[src/rtl/key_evt_pkg.sv]
// Shared event codes and sizing helper for the multi-key event controller.
package key_evt_pkg;
  localparam logic [1:0] EVT_NONE    = 2'b00;
  localparam logic [1:0] EVT_PRESS   = 2'b01;
  localparam logic [1:0] EVT_RELEASE = 2'b10;
  localparam logic [1:0] EVT_LONG    = 2'b11;

  function automatic int key_w(input int n);
    return (n > 1) ? $clog2(n) : 1;
  endfunction
endpackage

[src/rtl/key_debounce_chan.sv]
// One key channel: 2-FF sync, tick-driven debounce and long-press timer.
// Event strobes are combinational so the owner can latch them on the same edge the level flips.
module key_debounce_chan import key_evt_pkg::*; #(
  parameter int STABLE_TICKS = 15,
  parameter int LONG_TICKS   = 2000
) (
  input  logic clk,
  input  logic rst,
  input  logic key_raw,
  input  logic tick,
  output logic level,
  output logic press,
  output logic fall,
  output logic long_press
);
  localparam int SW = $clog2(STABLE_TICKS + 1);
  localparam int LW = $clog2(LONG_TICKS + 1);

  // Inverted on entry so a cleared synchroniser reads as "released".
  logic [1:0]    sync_reg;
  logic          level_reg;
  logic [SW-1:0] cnt_reg;
  logic [LW-1:0] long_reg;
  logic          sample;
  logic          flip;

  assign sample     = sync_reg[1];
  assign flip       = tick && (sample != level_reg) && (cnt_reg == SW'(STABLE_TICKS - 1));
  assign press      = flip && !level_reg;
  assign fall       = flip && level_reg;
  assign long_press = tick && level_reg && (long_reg == LW'(LONG_TICKS - 1));
  assign level      = level_reg;

  always_ff @(posedge clk) begin
    if (rst) begin
      sync_reg  <= '0;
      level_reg <= 1'b0;
      cnt_reg   <= '0;
      long_reg  <= '0;
    end else begin
      sync_reg <= {sync_reg[0], ~key_raw};
      if (tick) begin
        if (sample == level_reg) begin
          cnt_reg <= '0;
        end else if (flip) begin
          level_reg <= ~level_reg;
          cnt_reg   <= '0;
        end else begin
          cnt_reg <= cnt_reg + 1'b1;
        end
        // Saturates at LONG_TICKS so the long strobe fires once per hold.
        if (flip) begin
          long_reg <= '0;
        end else if (level_reg && (long_reg != LW'(LONG_TICKS))) begin
          long_reg <= long_reg + 1'b1;
        end
      end
    end
  end
endmodule

[src/rtl/key_event_ctrl.sv]
// Multi-key front end: shared sample tick, per-key pending flags with overflow
// detection, and a round-robin arbiter onto a single valid/ready event stream.
module key_event_ctrl import key_evt_pkg::*; #(
  parameter int NUM_KEYS     = 4,
  parameter int TICK_DIV     = 1000,
  parameter int STABLE_TICKS = 15,
  parameter int LONG_TICKS   = 2000,
  localparam int KW          = key_w(NUM_KEYS)
) (
  input  logic                clk,
  input  logic                rst,
  input  logic [NUM_KEYS-1:0] key_in,
  output logic [NUM_KEYS-1:0] key_level,
  output logic                evt_valid,
  input  logic                evt_ready,
  output logic [KW-1:0]       evt_key,
  output logic [1:0]          evt_code,
  output logic                evt_overflow,
  input  logic                clr_overflow
);
  localparam int TW = $clog2(TICK_DIV);

  logic [TW-1:0]       tick_cnt_reg;
  logic                tick;
  logic [NUM_KEYS-1:0] press_set, long_set, rel_set;
  logic [NUM_KEYS-1:0] press_pend_reg, long_pend_reg, rel_pend_reg;
  logic [NUM_KEYS-1:0] press_clr, long_clr, rel_clr;
  logic [NUM_KEYS-1:0] press_next, long_next, rel_next;
  logic [NUM_KEYS-1:0] any_pend, gnt_onehot;
  logic [KW-1:0]       ptr_reg, ptr_next, gnt_key;
  logic [1:0]          gnt_code;
  logic                found, load, grant, ovf_hit, ovf_next;
  logic                evt_valid_reg, evt_overflow_reg;
  logic [KW-1:0]       evt_key_reg;
  logic [1:0]          evt_code_reg;

  assign tick = (tick_cnt_reg == TW'(TICK_DIV - 1));

  for (genvar gi = 0; gi < NUM_KEYS; gi++) begin : g_chan
    key_debounce_chan #(
      .STABLE_TICKS(STABLE_TICKS),
      .LONG_TICKS  (LONG_TICKS)
    ) u_chan (
      .clk       (clk),
      .rst       (rst),
      .key_raw   (key_in[gi]),
      .tick      (tick),
      .level     (key_level[gi]),
      .press     (press_set[gi]),
      .fall      (rel_set[gi]),
      .long_press(long_set[gi])
    );
  end

  assign any_pend = press_pend_reg | long_pend_reg | rel_pend_reg;

  // First key with anything pending, scanning upward from the RR pointer.
  always_comb begin
    int          scan;
    logic [KW-1:0] idx;
    found   = 1'b0;
    gnt_key = '0;
    scan    = 0;
    idx     = '0;
    for (int i = 0; i < NUM_KEYS; i++) begin
      scan = (int'(ptr_reg) + i) % NUM_KEYS;
      idx  = KW'(scan);
      if (!found && any_pend[idx]) begin
        found   = 1'b1;
        gnt_key = idx;
      end
    end
  end

  // Press before long before release keeps one key's events in order.
  assign gnt_code = press_pend_reg[gnt_key] ? EVT_PRESS :
                    long_pend_reg[gnt_key]  ? EVT_LONG  : EVT_RELEASE;
  assign load       = !evt_valid_reg || evt_ready;
  assign grant      = load && found;
  assign gnt_onehot = grant ? (NUM_KEYS'(1) << gnt_key) : '0;
  assign press_clr  = gnt_onehot & {NUM_KEYS{gnt_code == EVT_PRESS}};
  assign long_clr   = gnt_onehot & {NUM_KEYS{gnt_code == EVT_LONG}};
  assign rel_clr    = gnt_onehot & {NUM_KEYS{gnt_code == EVT_RELEASE}};
  assign ptr_next   = (gnt_key == KW'(NUM_KEYS - 1)) ? '0 : gnt_key + 1'b1;

  // A flag being granted this cycle is free to take a new event without loss.
  assign press_next = (press_pend_reg & ~press_clr) | press_set;
  assign long_next  = (long_pend_reg & ~long_clr) | long_set;
  assign rel_next   = (rel_pend_reg & ~rel_clr) | rel_set;
  assign ovf_hit    = |((press_pend_reg & ~press_clr & press_set) |
                        (long_pend_reg & ~long_clr & long_set) |
                        (rel_pend_reg & ~rel_clr & rel_set));
  assign ovf_next   = (evt_overflow_reg & ~clr_overflow) | ovf_hit;

  always_ff @(posedge clk) begin
    if (rst) begin
      tick_cnt_reg     <= '0;
      press_pend_reg   <= '0;
      long_pend_reg    <= '0;
      rel_pend_reg     <= '0;
      ptr_reg          <= '0;
      evt_valid_reg    <= 1'b0;
      evt_key_reg      <= '0;
      evt_code_reg     <= EVT_NONE;
      evt_overflow_reg <= 1'b0;
    end else begin
      tick_cnt_reg     <= tick ? '0 : tick_cnt_reg + 1'b1;
      press_pend_reg   <= press_next;
      long_pend_reg    <= long_next;
      rel_pend_reg     <= rel_next;
      evt_overflow_reg <= ovf_next;
      if (load) begin
        evt_valid_reg <= found;
        evt_code_reg  <= found ? gnt_code : EVT_NONE;
        if (found) begin
          evt_key_reg <= gnt_key;
          ptr_reg     <= ptr_next;
        end
      end
    end
  end

  assign evt_valid    = evt_valid_reg;
  assign evt_key      = evt_key_reg;
  assign evt_code     = evt_code_reg;
  assign evt_overflow = evt_overflow_reg;
endmodule

[config.mk]
export PLATFORM = sky130hd
export DESIGN_NAME = key_event_ctrl
export DESIGN_NICKNAME = d
export VERILOG_FILES = /design/src/rtl/key_evt_pkg.sv /design/src/rtl/key_debounce_chan.sv /design/src/rtl/key_event_ctrl.sv
export SDC_FILE = /design/constraint.sdc
export NUM_CORES = 1
export LEC_CHECK = 0
export ABC_AREA = 1
export BUFFER_PORTS_ARGS = -buffer_cell sky130_fd_sc_hd__buf_4
export CAP_MARGIN = 20
export CORE_MARGIN = 2
export CORE_UTILIZATION = 47
export CTS_BUF_LIST = sky130_fd_sc_hd__clkbuf_8
export DETAILED_ROUTE_END_ITERATION = 12
export PLACE_DENSITY = 0.7
export SLEW_MARGIN = 20
export SYNTH_ARGS = -nofsm -noshare
export SYNTH_HDL_FRONTEND = slang
export SYNTH_SLANG_ARGS = --single-unit
[constraint.sdc]
create_clock -name clk -period 4 [get_ports clk]
set_input_delay 0.4 -clock clk [delete_from_list [all_inputs] [get_ports clk]]
set_output_delay 0.4 -clock clk [all_outputs]
set_load 0.02 [all_outputs]
======== Word-level counts from Yosys, hierarchy flattened ========
Index checks and enable logic that the tools add are counted.
storage, ports and cells
  bits in registers ....................... 102
  output and inout bits ................... 10
  word-level logic and storage cells ...... 200
operators by class
  add/sub/neg operators ................... 13
  $lt $le $gt $ge ......................... 5
  eq/ne operators ......................... 25
  shift operators ......................... 1
  multiplexer cells ....................... 41
  bitwise gates (word level) .............. 34
  reduce and logical (&&, ||, !) cells .... 56
operators with widths
  operator                                                     count
  2-to-1 mux 11 bit                                            8
  adder 11 x 1 -> 11 bit (second input constant)               4
  equality test 11 bit (second input constant)                 4
  != test 11 bit (second input constant)                       4
  bitwise AND 4 bit                                            9
  2-to-1 mux 4 bit                                             9
  logical AND 1 bit                                            32
  OR 4 bit                                                     7
  adder 4 x 1 -> 4 bit (second input constant)                 4
  equality test 4 bit (second input constant)                  4
  less-than comparator 2 x 3 -> 1 bit (second input constant)  5
  2-to-1 mux 2 bit                                             7
  inverter 1 bit                                               13
  binary-select mux 1 bit (select 2 bit)                       6
  inverter 4 bit                                               3
  AND reduction 3 bit                                          4
  2-to-1 mux 1 bit                                             11
  adder 10 x 1 -> 10 bit (second input constant)               1
  equality test 10 bit (second input constant)                 1
  AND reduction 2 bit                                          5
  logical NOT 1 bit                                            8
  nonzero test 2 bit                                           4
  equality test 2 bit (second input constant)                  3
  adder 2 x 1 -> 2 bit (second input constant)                 2
  other kinds (10)                                             17

======== Depth between registers and ports, before layout ========
  word-level depth ........................ 27
  gate-level depth with buffers ........... 22

======== Cells and area by module ========
A second synthesis with hierarchy kept.
unflattened totals
  cell total of the unflattened synthesis .. 873
  area total of the unflattened synthesis .. 5945.7 µm²
by module, submodules not included
  module             times used  cells an instance  area each (µm²)  sequential area each (µm²)
  key_debounce_chan  4           151                1023.5           360.3
  key_event_ctrl     1           269                1851.8           600.6

======== Least setup slack after synthesis ========
OpenSTA, ideal clock, no wires.
  path type ............................... register to register
  start ................................... register ptr_reg[0]
  end ..................................... register evt_overflow_reg (netlist: evt_overflow)
  data arrival time ....................... 2071 ps
  required time ........................... 3872 ps
  slack ................................... 1801 ps
  stages on the path, launching flop included .. 23
  path buffers ............................ 1
  period minus slack after synthesis ...... 2199 ps
  cells stage by stage .................... dfxtp_1 > buf_6 > inv_4 > nand2_2 > nand2_4 > inv_2 > nand3_2 > nand2_2 > nor2_4 > nand3_4 > nand2_4 > nand2_4 > inv_1 > ha_1 > inv_1 > nor2_1 > nand3_1 > nand3_1 > o21ai_0 > nor2_1 > nand2_1 > nor2_1 > nor2_1
on the way
  longest elaborated chain between the ends .. 25
RTL lines
  what                                                                           line                                        text
  start, declared                                                                key_event_ctrl.sv:30                        logic [KW-1:0] ptr_reg, ptr_next, gnt_key;
  start signal, assigned                                                         key_event_ctrl.sv:117                       ptr_reg <= ptr_next;
  parallel branches: the longest is 11 deep, another holds adder 2 x 1 -> 2 bit  --
  2-to-1 mux 2 bit (*)                                                           key_event_ctrl.sv:68                        if (!found && any_pend[idx]) begin
  via gnt_key[0]                                                                 key_event_ctrl.sv:30
  binary-select mux 1 bit (select 2 bit)                                         key_event_ctrl.sv:77                        long_pend_reg[gnt_key] ? EVT_LONG : EVT_RELEASE;
  2-to-1 mux 1 bit (not written as such)                                         key_event_ctrl.sv:77
  2-to-1 mux 1 bit                                                               key_event_ctrl.sv:77
  2-to-1 mux 2 bit                                                               key_event_ctrl.sv:76                        assign gnt_code = press_pend_reg[gnt_key] ? EVT_PRESS :
  equality test 2 x 1 -> 1 bit or equality test 2 bit (tied branches)            key_event_ctrl.sv:81, key_event_ctrl.sv:82
  bitwise AND 4 bit, on equally long branches                                    key_event_ctrl.sv:81, key_event_ctrl.sv:82
  inverter 4 bit, on equally long branches                                       key_event_ctrl.sv:90, key_event_ctrl.sv:91
  bitwise AND 4 bit, on equally long branches (2 in a row)                       key_event_ctrl.sv:90, key_event_ctrl.sv:91
  OR 4 bit                                                                       key_event_ctrl.sv:90                        assign ovf_hit = |((press_pend_reg & ~press_clr & press_set) |
  OR 4 bit (*)                                                                   key_event_ctrl.sv:91                        (long_pend_reg & ~long_clr & long_set) |
  OR reduction 4 bit (*)                                                         key_event_ctrl.sv:90
  OR 1 bit (*)                                                                   key_event_ctrl.sv:93                        assign ovf_next = (evt_overflow_reg & ~clr_overflow) | ovf_hit;
  end signal, assigned                                                           key_event_ctrl.sv:111                       evt_overflow_reg <= ovf_next;
  end, declared                                                                  key_event_ctrl.sv:33                        logic evt_valid_reg, evt_overflow_reg;
Mark *: on every way through the listed nets, which the timed path passes. The select of a mux whose other input is x is not followed.
A chain may end at the register's enable or synchronous reset.

======== Worst setup path after layout ========
  start ................................... register tick_cnt_reg[0]
  end ..................................... register g_chan[0].u_chan.long_reg[10]
on the way
  longest elaborated chain between the ends .. 5
RTL lines
  what                            line                     text
  start, declared                 key_event_ctrl.sv:23     logic [TW-1:0] tick_cnt_reg;
  start signal, assigned          key_event_ctrl.sv:107    tick_cnt_reg <= tick ? '0 : tick_cnt_reg + 1'b1;
  equality test 10 bit (*)        key_event_ctrl.sv:37     assign tick = (tick_cnt_reg == TW'(TICK_DIV - 1));
  logical AND 1 bit (2 in a row)  key_debounce_chan.sv:28  assign flip = tick && (sample != level_reg) && (cnt_reg == SW'(STABLE_TICKS - 1));
  nonzero test 2 bit (no line)    --
  AND reduction 2 bit (no line)   --
  end signal, assigned            key_debounce_chan.sv:55  long_reg <= long_reg + 1'b1;
  end, declared                   key_debounce_chan.sv:23  logic [LW-1:0] long_reg;
Every way passes the cells marked *; elsewhere a longest branch is shown, timed or not.

==> results_dict.tcl <==
set metrics [dict create \
    outcome "finished clean" \
    start_kind "flip-flop" \
    post-cts-setup-buffers 0 \
    synth_top_family_by_area "simple AND/OR/NAND/NOR gates" \
    slew_viol_final 0 \
    p_total_mw 2.46 \
    worst_slew_pin_slew_ns 0.734 \
    path_max_fanout 12 \
    synth_cells 724 \
    muxShareOfSynthArea 0 \
    antenna_found_initial 0 \
    yosys.area_share.simple 0.325 \
    synth_area_sq_um 5220 \
    clk_latency_ns 0.38 \
    avgRoutedWirePerCell_microns 12.0 \
    largest_reg_flops 44 \
    grt_pass1_vias 4233 \
    initial_core_util 0.482 \
    final_area_sq_um 5610 \
    synth_fp_nets 753 \
    dieWidth_microns 109 \
    reg2reg_depth 14 \
    whs_path_depth 2 \
    pre_cts_ws_ns 1.26 \
    port_buffers 17 \
    cts-root-buf "clkbuf_8" \
    first_pass_iters 4 \
    fin_ws_ns 1.25 \
    cts_tree "yes" \
    synth-adder-area-share 0.0503 \
    cts_buffer_depth 2 \
    ir_drop_uv 290 \
    hpwlAfterDp_microns 8180 \
    syn2layout_area_growth_pct 7.38 \
    dp.cells 867 \
    clock-sinks 102 \
    die_area_sq_um 12000 \
    setup_viol 0 \
    path_clk_slew_ns 0.09 \
    layout_worst_path_cycle_share 0.687 \
    via_per_inst 5.18 \
    pin_count 18 \
    holdWs_ns 0.154 \
    drive_above_1_share 0.0795 \
    fp-row-count 38 \
    maxSlewHeadroom 0.510 \
    power.density_nw_per_um2 438 \
    leakage_nw 2.30 \
    synth-compound-area-share 0.120 \
    multi_input_area_sq_um 2730 \
    yosys_warnings 0 \
    regArea_sq_um 2040 \
    post_dp_cell_area_sq_um 5440 \
    fin_skew_ns 0.00868 \
    fill_cells 1084 \
    timing_hold_violations_final 0 \
    ctsHoldBuffers 0 \
    fin_util 0.517 \
    yosysUniqueCellTypes 44 \
    ys_ff_latch 102 \
    fin_cells 882 \
    htreeDepth 3 \
    core_sq_um 10800 \
    worstSetupPathType "reg -> reg" \
    maxCapViolCount 0 \
    synth.avg_cell_area_sq_um 7.22 \
    ant_nets 0 \
    numCtsBuffers 9 \
    r2r_setup_slack_ns 1.25 \
    fin_crit_ns 2.75 \
    crit_required_ns 4.32 \
    die_y_microns 109 \
    cp.arrival_ns 3.07 \
    fin_tns_setup_ns 0 \
    ctsResizeCount 0 \
    totalWireLength_microns 10600 \
    route.met2.wl_microns 4830 \
    final_nets 767 \
    rsz0062_at_grt "no" \
    route.met3.wl_microns 371 \
    synth_xor_area_frac 0.0268 \
    antenna_cells 0 \
    synth_seq_area_share 0.391 \
    fmax_mhz 364 \
    grt_max_degree 28 \
    track_usage 0.192 \
    gr-total-overflow 0 \
    route.detailed.drc 0 \
    vias 4568 \
    wl_met1_microns 5250 \
    top_layer "met4" \
    min_path_type "in -> reg" \
    grt_pass1_wl_microns 18600 \
    drtIter0Drc 244 \
    cp-end-kind "flip-flop" \
    gp_congestion 0.858 \
]
==> cell families (layout without fill, tap and decap cells) <==
kind of cell               after synthesis  in the layout
xor gates and xnor gates                16             16
and+or+nand+nor                        356            356
adders and majority gates               21             21
DFF                                    102            102
AOI/OAI and AO/OA                      116            116
buffers and inverters                  113            131
==> worst max-delay path, stage by stage (launching register included) <==
cell	delay (ns)
dfxtp_1	0.36
ha_1	0.17
nand2_1	0.07
inv_1	0.12
nand4_2	0.11
nor4_4	0.54
nand3_1	0.22
nand2_1	0.15
nand3_1	0.10
nor2_1	0.17
nand3_1	0.13
nor2_1	0.17
nand2_1	0.09
o21ai_0	0.12
and3_1	0.15
==> worst paths after layout <==
| kind | from | end |
|---|---|---|
| hold / removal | key_in[0] | g_chan[0].u_chan.sync_reg[0] |
| setup / recovery | tick_cnt_reg[0] | g_chan[0].u_chan.long_reg[10] |
| setup reg to reg | tick_cnt_reg[0] | g_chan[0].u_chan.long_reg[10] |
| hold reg to reg | g_chan[1].u_chan.sync_reg[0] | g_chan[1].u_chan.sync_reg[1] |
==> area by class of cell <==
| type | count | area share |
|---|---|---|
| clock buffers | 9 | 0.0221 |
| repair buffers | 17 | 0.0228 |
| multi-input cells | 509 | 0.486 |
| inverters | 99 | 0.0667 |
| flip-flops and latches | 102 | 0.364 |
| well taps | 140 | 0.0312 |
| clock inverters | 6 | 0.00714 |
==> power breakdown <==
group / switching, mW / internal (mW) / total [mW]
combinational: 0.564 / 0.250 / 0.814
clock: 0.348 / 0.221 / 0.570
sequential: 0.0247 / 1.05 / 1.07
==> layout by cell type (no fill, tap or decap), types with 4 or more instances in the layout <==
cell | synthesis | final
nor2_1 | 94 | 93
xnor2_1 | 4 | 4
o21ai_0 | 41 | 41
a211oi_1 | 6 | 6
nand3_2 | 4 | 4
dfxtp_1 | 102 | 102
nand2_2 | 4 | 4
ha_1 | 21 | 21
inv_1 | 96 | 97
nor3_1 | 21 | 21
nor4_1 | 7 | 7
nand4_1 | 13 | 13
a31oi_1 | 4 | 4
buf_4 | 4 | 17
nor3b_1 | 5 | 5
xor2_1 | 12 | 12
nand3_1 | 89 | 89
nand2_1 | 102 | 102
clkbuf_8 | 0 | 9
nand2_4 | 4 | 4
a21oi_1 | 56 | 56
==> cells in the mapped netlist, drive strengths merged <==
cell,count,area [sq um]
nand2,110,453
dfxtp,102,2040
inv,99,374
nor2,97,377
nand3,94,503
a21oi,56,280
o21ai,43,219
nor3,22,115
ha,21,263
nand4,14,93.8
xor2,12,105
nor4,9,77.6
buf,8,61.3
a211oi,6,45.0
clkbuf,6,22.5
nor3b,6,50.1
a31oi,4,25.0
xnor2,4,35.0
o21a,3,22.5
o311ai,2,17.5
or2,2,12.5
a21boi,1,7.51
a311oi,1,8.76
and3,1,6.26
nand3b,1,7.51
==> metal layers <==
| layer | GRT usage | vias to the layer above |
|---|---|---|
| li1 | - | 2422 |
| met5 | 0 | - |
| met2 | 0.315 | 62 |
| met4 | 0.0515 | 0 |
| met3 | 0.0486 | 13 |
| met1 | 0.253 | 2071 |
No activity file was read; power rests on OpenSTA's default activity.
